==> config.mk <==
export PLATFORM = sky130hd
export DESIGN_NAME = hs_dpath_pipe_ctrl
export DESIGN_NICKNAME = d
export VERILOG_FILES = /design/src/rtl/hs_dpath_pipe_ctrl.sv
export SDC_FILE = /design/constraint.sdc
export NUM_CORES = 1
export LEC_CHECK = 0
export CORE_AREA = 2 2 39 41
export DETAILED_ROUTE_END_ITERATION = 10
export DIE_AREA = 0 0 41 43
export GPL_TIMING_DRIVEN = 0
export PLACE_DENSITY_LB_ADDON = 0.12
export SETUP_SLACK_MARGIN = 0.1
export SYNTH_ARGS = -nofsm -noshare
export SYNTH_HDL_FRONTEND = slang
export SYNTH_SLANG_ARGS = --single-unit
==> constraint.sdc <==
create_clock -name clk -period 1.62 [get_ports clk]
set_input_delay 0.324 -clock clk [delete_from_list [all_inputs] [get_ports clk]]
set_output_delay 0.324 -clock clk [all_outputs]
set_load 0.03 [all_outputs]
==> src/rtl/hs_dpath_pipe_ctrl.sv <==
// hs_dpath_pipe_ctrl: valid/ready sequencer for a fixed-latency datapath.
// Optional bubble collapse: define HS_DPATH_PIPE_CTRL_BUBBLE_COLLAPSE_EN.
module hs_dpath_pipe_ctrl #(
  parameter int LATENCY = 3
) (
  input  logic                         clk,
  input  logic                         reset,
  input  logic                         in_valid,
  output logic                         in_ready,
  output logic                         out_valid,
  input  logic                         out_ready,
  output logic [LATENCY-1:0]           stage_ce,
  input  logic                         flush_req,
  output logic                         flush_done,
  output logic [$clog2(LATENCY+1)-1:0] occupancy,
  output logic                         busy
);

  localparam int OW = $clog2(LATENCY+1);

  typedef enum logic {
    RUN   = 1'b0,
    DRAIN = 1'b1
  } state_t;

  state_t state;
  state_t state_next;
  logic done_next;
  logic drain_end;

  logic [LATENCY-1:0] vld;
  logic [LATENCY-1:0] vld_shift;
  logic [LATENCY-1:0] ce_raw;
  logic advance;
  logic in_fire;
  logic out_fire;

  assign advance   = ~vld[LATENCY-1] | out_ready;
  assign out_valid = vld[LATENCY-1];
  assign out_fire  = out_valid & out_ready;
  assign in_fire   = in_valid & in_ready;

`ifdef HS_DPATH_PIPE_CTRL_BUBBLE_COLLAPSE_EN
  // A stage may load when it is empty or its successor is loading.
  always_comb begin
    logic c;
    ce_raw = '0;
    c = advance;
    for (int k = LATENCY-1; k >= 0; k--) begin
      if (k < LATENCY-1) c = ~vld[k] | c;
      ce_raw[k] = c;
    end
  end
`else
  // Global stall: every stage moves together.
  always_comb begin
    ce_raw = {LATENCY{advance}};
  end
`endif

  // Reset forces all enables on and blocks intake.
  always_comb begin
    stage_ce = reset ? '1 : ce_raw;
    in_ready = ~reset & ce_raw[0] & (state == RUN);
  end

  assign vld_shift = (vld << 1) | LATENCY'(in_fire);

  // Enabled stages take their predecessor's valid bit; others hold.
  always_ff @(posedge clk) begin
    if (reset) begin
      vld <= '0;
    end else begin
      vld <= (stage_ce & vld_shift) | (~stage_ce & vld);
    end
  end

  // Items in flight: +1 on intake only, -1 on exit only.
  always_ff @(posedge clk) begin
    if (reset) begin
      occupancy <= '0;
    end else if (in_fire && !out_fire) begin
      occupancy <= occupancy + OW'(1);
    end else if (out_fire && !in_fire) begin
      occupancy <= occupancy - OW'(1);
    end
  end

  assign drain_end = (occupancy == '0) ||
                     ((occupancy == OW'(1)) && out_fire);

  // Next state: flush request drains, last exit returns to RUN.
  always_comb begin
    state_next = state;
    done_next  = 1'b0;
    case (state)
      RUN: begin
        if (flush_req) state_next = DRAIN;
      end
      DRAIN: begin
        if (drain_end) begin
          state_next = RUN;
          done_next  = 1'b1;
        end
      end
      default: state_next = RUN;
    endcase
  end

  // State register and registered drain-complete pulse.
  always_ff @(posedge clk) begin
    if (reset) begin
      state      <= RUN;
      flush_done <= 1'b0;
    end else begin
      state      <= state_next;
      flush_done <= done_next;
    end
  end

  assign busy = (occupancy != '0) || (state == DRAIN);

  a_no_overflow: assert property (@(posedge clk) disable iff (reset)
    !((occupancy == OW'(LATENCY)) && in_fire && !out_fire));

  a_no_underflow: assert property (@(posedge clk) disable iff (reset)
    !((occupancy == '0) && out_fire && !in_fire));

endmodule

== After elaboration in Yosys (flattened, before gate mapping) ==
Index checks and enable logic that the tools add are counted.
Word-level totals
  bits in registers: 7
  output and inout port bits: 9
  bits of input ports: 5
Cells by class
  reduce and logical (&&, ||, !) cells: 11
  bitwise gates (word level): 13
  $add $sub $neg: 2
  mux-type cells: 7
  equality and inequality tests: 1
Operators with widths (count)
  $and 3x3->3: 2
  $and 1x1->1: 4
  $mux 2: 2
  $reduce_bool 2->1: 2
  $logic_and 1x1->1: 3
  $mux 1: 3
  $mux 3: 1
  $not 1->1: 3
  $not 3->3: 1
  $or 3x1->3: 1
  $or 3x3->3: 1
  $add 2x1->2 const B: 1
  $eq 2x1->1 const B: 1
  $logic_not 1->1: 2
  $logic_not 2->1: 1
  $logic_or 1x1->1: 2
  $pmux 1 s2: 1
  $reduce_or 2->1: 1
  $sub 2x1->2 const B: 1
  $or 1x1->1: 1

== Depth between registers and ports, before layout ==
  depth after elaboration: 9
  gate-level depth with buffers: 7
  gate-level depth less buffers: 7

== Worst setup path before layout ==
No wires, ideal clock.
  path kind: reg-to-reg
  start: register with a tool-made name
  end: register occupancy[1]
  buffers on the path: 0
  path slack: -74 ps
  required time: 1505 ps
  data arrival time: 1579 ps
  stages on the path, launching flop included: 7
  setup time: 115 ps
  period minus slack after synthesis: 1694 ps
  cell sequence: dfxtp_1 -> nor2b_4 -> nor3_4 -> and2_1 -> ha_1 -> mux2i_1 -> nor2_1
RTL lines
  end signal: assignment: RTL line 83  | occupancy <= occupancy + OW'(1);
  end signal: assignment: RTL line 85  | occupancy <= occupancy - OW'(1);
  end: declaration: RTL line 15  | output logic [$clog2(LATENCY+1)-1:0] occupancy,

==> flow_summary.json <==
{
  "yosysWarnings": 0,
  "grt_pass1_wl_um": 1210,
  "critPathMaxStageDelay_ns": 0.34,
  "place_ws_ns": -0.561,
  "port_buffers": 12,
  "fin_crit_sh_pct": 90.8,
  "fin_skew_ns": 0.00512,
  "drt_first_pass_iters": 3,
  "hold_slack_ns": 0.267,
  "rrSetupSlack_ns": 0.18,
  "clk_latency_ns": 0.25,
  "num_rows": 14,
  "power_density_nw_per_um2": 902,
  "cts-htree-levels": 1,
  "period_minus_slack_ns": 1.47,
  "leakagePower_nw": 0.252,
  "cts.sinks": 7,
  "gp_congestion": 0.635,
  "io_pins": 14,
  "grt_pass1_vias": 295,
  "post_synth_num_cell_types": 18,
  "dieWidth_um": 41,
  "diodes": 0,
  "r2r_cells": 6,
  "synth-seq-cells": 7,
  "cts_tree": "yes",
  "drt_iter0_drc": 2,
  "syn-mean-instance-area_um2": 10.3,
  "outcome": "complete, no violations",
  "final_cell_mix": "nor2_1, dfxtp_1, buf_4, dlygate4sd2_1, clkbuf_4",
  "layout_commonest_cell": "nor2_1",
  "antenna_found_initial": 0,
  "grt_max_degree": 9,
  "peakVddDrop_mv": 0.312,
  "critPathKind": "register to output port",
  "endpoint_kind": "output port",
  "cp_max_fo": 4,
  "tightest_slew_ns": 0.300,
  "yosys.area.top_type": "dfxtp_1",
  "dp_cells": 64,
  "fin_nets": 64,
  "clkTransAtPathRegs_ns": 0.06,
  "seq_area_frac_synth_pct": 38.0,
  "n_fill_cell": 147,
  "crit_chain": "nor2b_4 > nand2b_4 > buf_4 > buf_6",
  "grt_usage_pct": 10.4,
  "cts_buffer_depth": 2,
  "hold_depth": 2,
  "multi_input_area_um2": 196,
  "crit_slowest_cell": "dfxtp_4",
  "ant_nets": 0,
  "r2r-end": "occupancy[1]",
  "avgRoutedWirePerCell_um": 10.5,
  "root_buffer": "clkbuf_4",
  "arrival_ns": 1.15,
  "drc": 0,
  "dp_hpwl_um": 544,
  "syn_inst": 36,
  "maxCapViolations": 0,
  "synth_area_leaders": "dfxtp_1, ha_1, mux2i_1",
  "fmax_ghz": 0.680,
  "die_y_um": 43,
  "cts_buffers": 3,
  "instances_no_fill": 71,
  "critPathLaunchType": "register",
  "core_um2": 1380,
  "routed-via-count": 301,
  "synth_top_area_share_pct": 38.0,
  "seq_area_um2": 145,
  "drive_gt1_share_pct": 36.4,
  "syn_to_final_growth_pct": 49.5,
  "start_util_pct": 26.7,
  "die_area_um2": 1760,
  "setup_viol": 0,
  "hold_violations": 0,
  "wirelength_um": 742,
  "report.final.slew_viol_count": 0,
  "cp.required_ns": 1.30,
  "post-route-util_pct": 39.9,
  "worst_slack_ns": 0.149,
  "synth_fp_nets": 44,
  "rsz0062_at_grt": "true",
  "syn_area_um2": 369,
  "holdBufCountCts": 0,
  "min_from": "reset",
  "grt_overflow_total": 0,
  "slew_headroom_pct": 80.1,
  "via_per_inst": 4.24,
  "hp-class": "input port to register",
  "total_power_w": 0.000498
}
[per-layer routing]
| layer | wire length (µm) | vias to the layer above | GRT usage, % |
|---|---|---|---|
| met5 | 0 | - | 0 |
| met4 | 4 | 0 | 8.00 |
| met3 | 49 | 2 | 3.14 |
| met2 | 356 | 7 | 13.8 |
| met1 | 332 | 141 | 13.5 |
| li1 | - | 151 | - |
[repair_timing]
| item | in CTS | in global routing |
|---|---|---|
| buffers inserted | 2 | 1 |
| pin swaps | 0 | 0 |
| gates resized for setup | 29 | 6 |
| setup endpoints to repair | 11 | 5 |
[through the flow]
step	TNS (ns)	cell area, µm²
after floorplan	0	373
after global placement	-2.74	513
after detailed placement	-2.75	513
after CTS	0	539
after global routing	0	552
final	0	552
[cell usage after synthesis, drive strengths merged]
cell,instances
and2,1
a31oi,1
inv,3
nor3,1
nor2,6
buf,3
dfxtp,7
o2bb2ai,1
nor2b,1
xor2,1
nor3b,1
mux2i,3
xnor2,1
nand2b,2
nand2,1
ha,3
[where the power goes]
part           internal, W  switching (W)  leakage [nW]
registers         0.000186      0.0000114        0.0586
logic            0.0000610      0.0000755         0.178
clock network    0.0000944      0.0000698        0.0150
[area by class of cell]
type	count	share of cell area (%)
multi-input cells	23	35.6
flip-flops and latches	7	26.3
repair buffers	15	22.9
clock buffers	4	4.76
plain buffers	3	4.76
well taps	16	3.63
inverters	3	2.04
[worst max-delay path by stage]
stage,start,endpoint,slack (ns)
6_report,register,stage_ce[1],0.15
5_1_grt,occupancy[1],busy,0.08
4_1_cts,register,stage_ce[2],0.11
3_5_place_dp,out_ready,stage_ce[1],-0.56
3_3_place_gp,out_ready,stage_ce[2],-0.56
2_1_floorplan,register,occupancy[1],0.04
[worst max-delay path: cells and delay by family (launching register included)]
kind | cells | cell delay [ns]
AND/OR/NAND/NOR | 2 | 0.29
flip-flops | 1 | 0.34
buffers and inverters | 2 | 0.26
[cell families after synthesis]
kind of cell,count (synthesis),synth area share (%)
xor gates and xnor gates,2,4.75
adders and majority gates,3,10.2
and+or+nand+nor,13,23.1
DFF,7,38.0
muxes,3,8.14
AOI/OAI and AO/OA,2,5.76
buffers and inverters,6,10.2
Note: power is estimated with default switching activity, not from simulation.
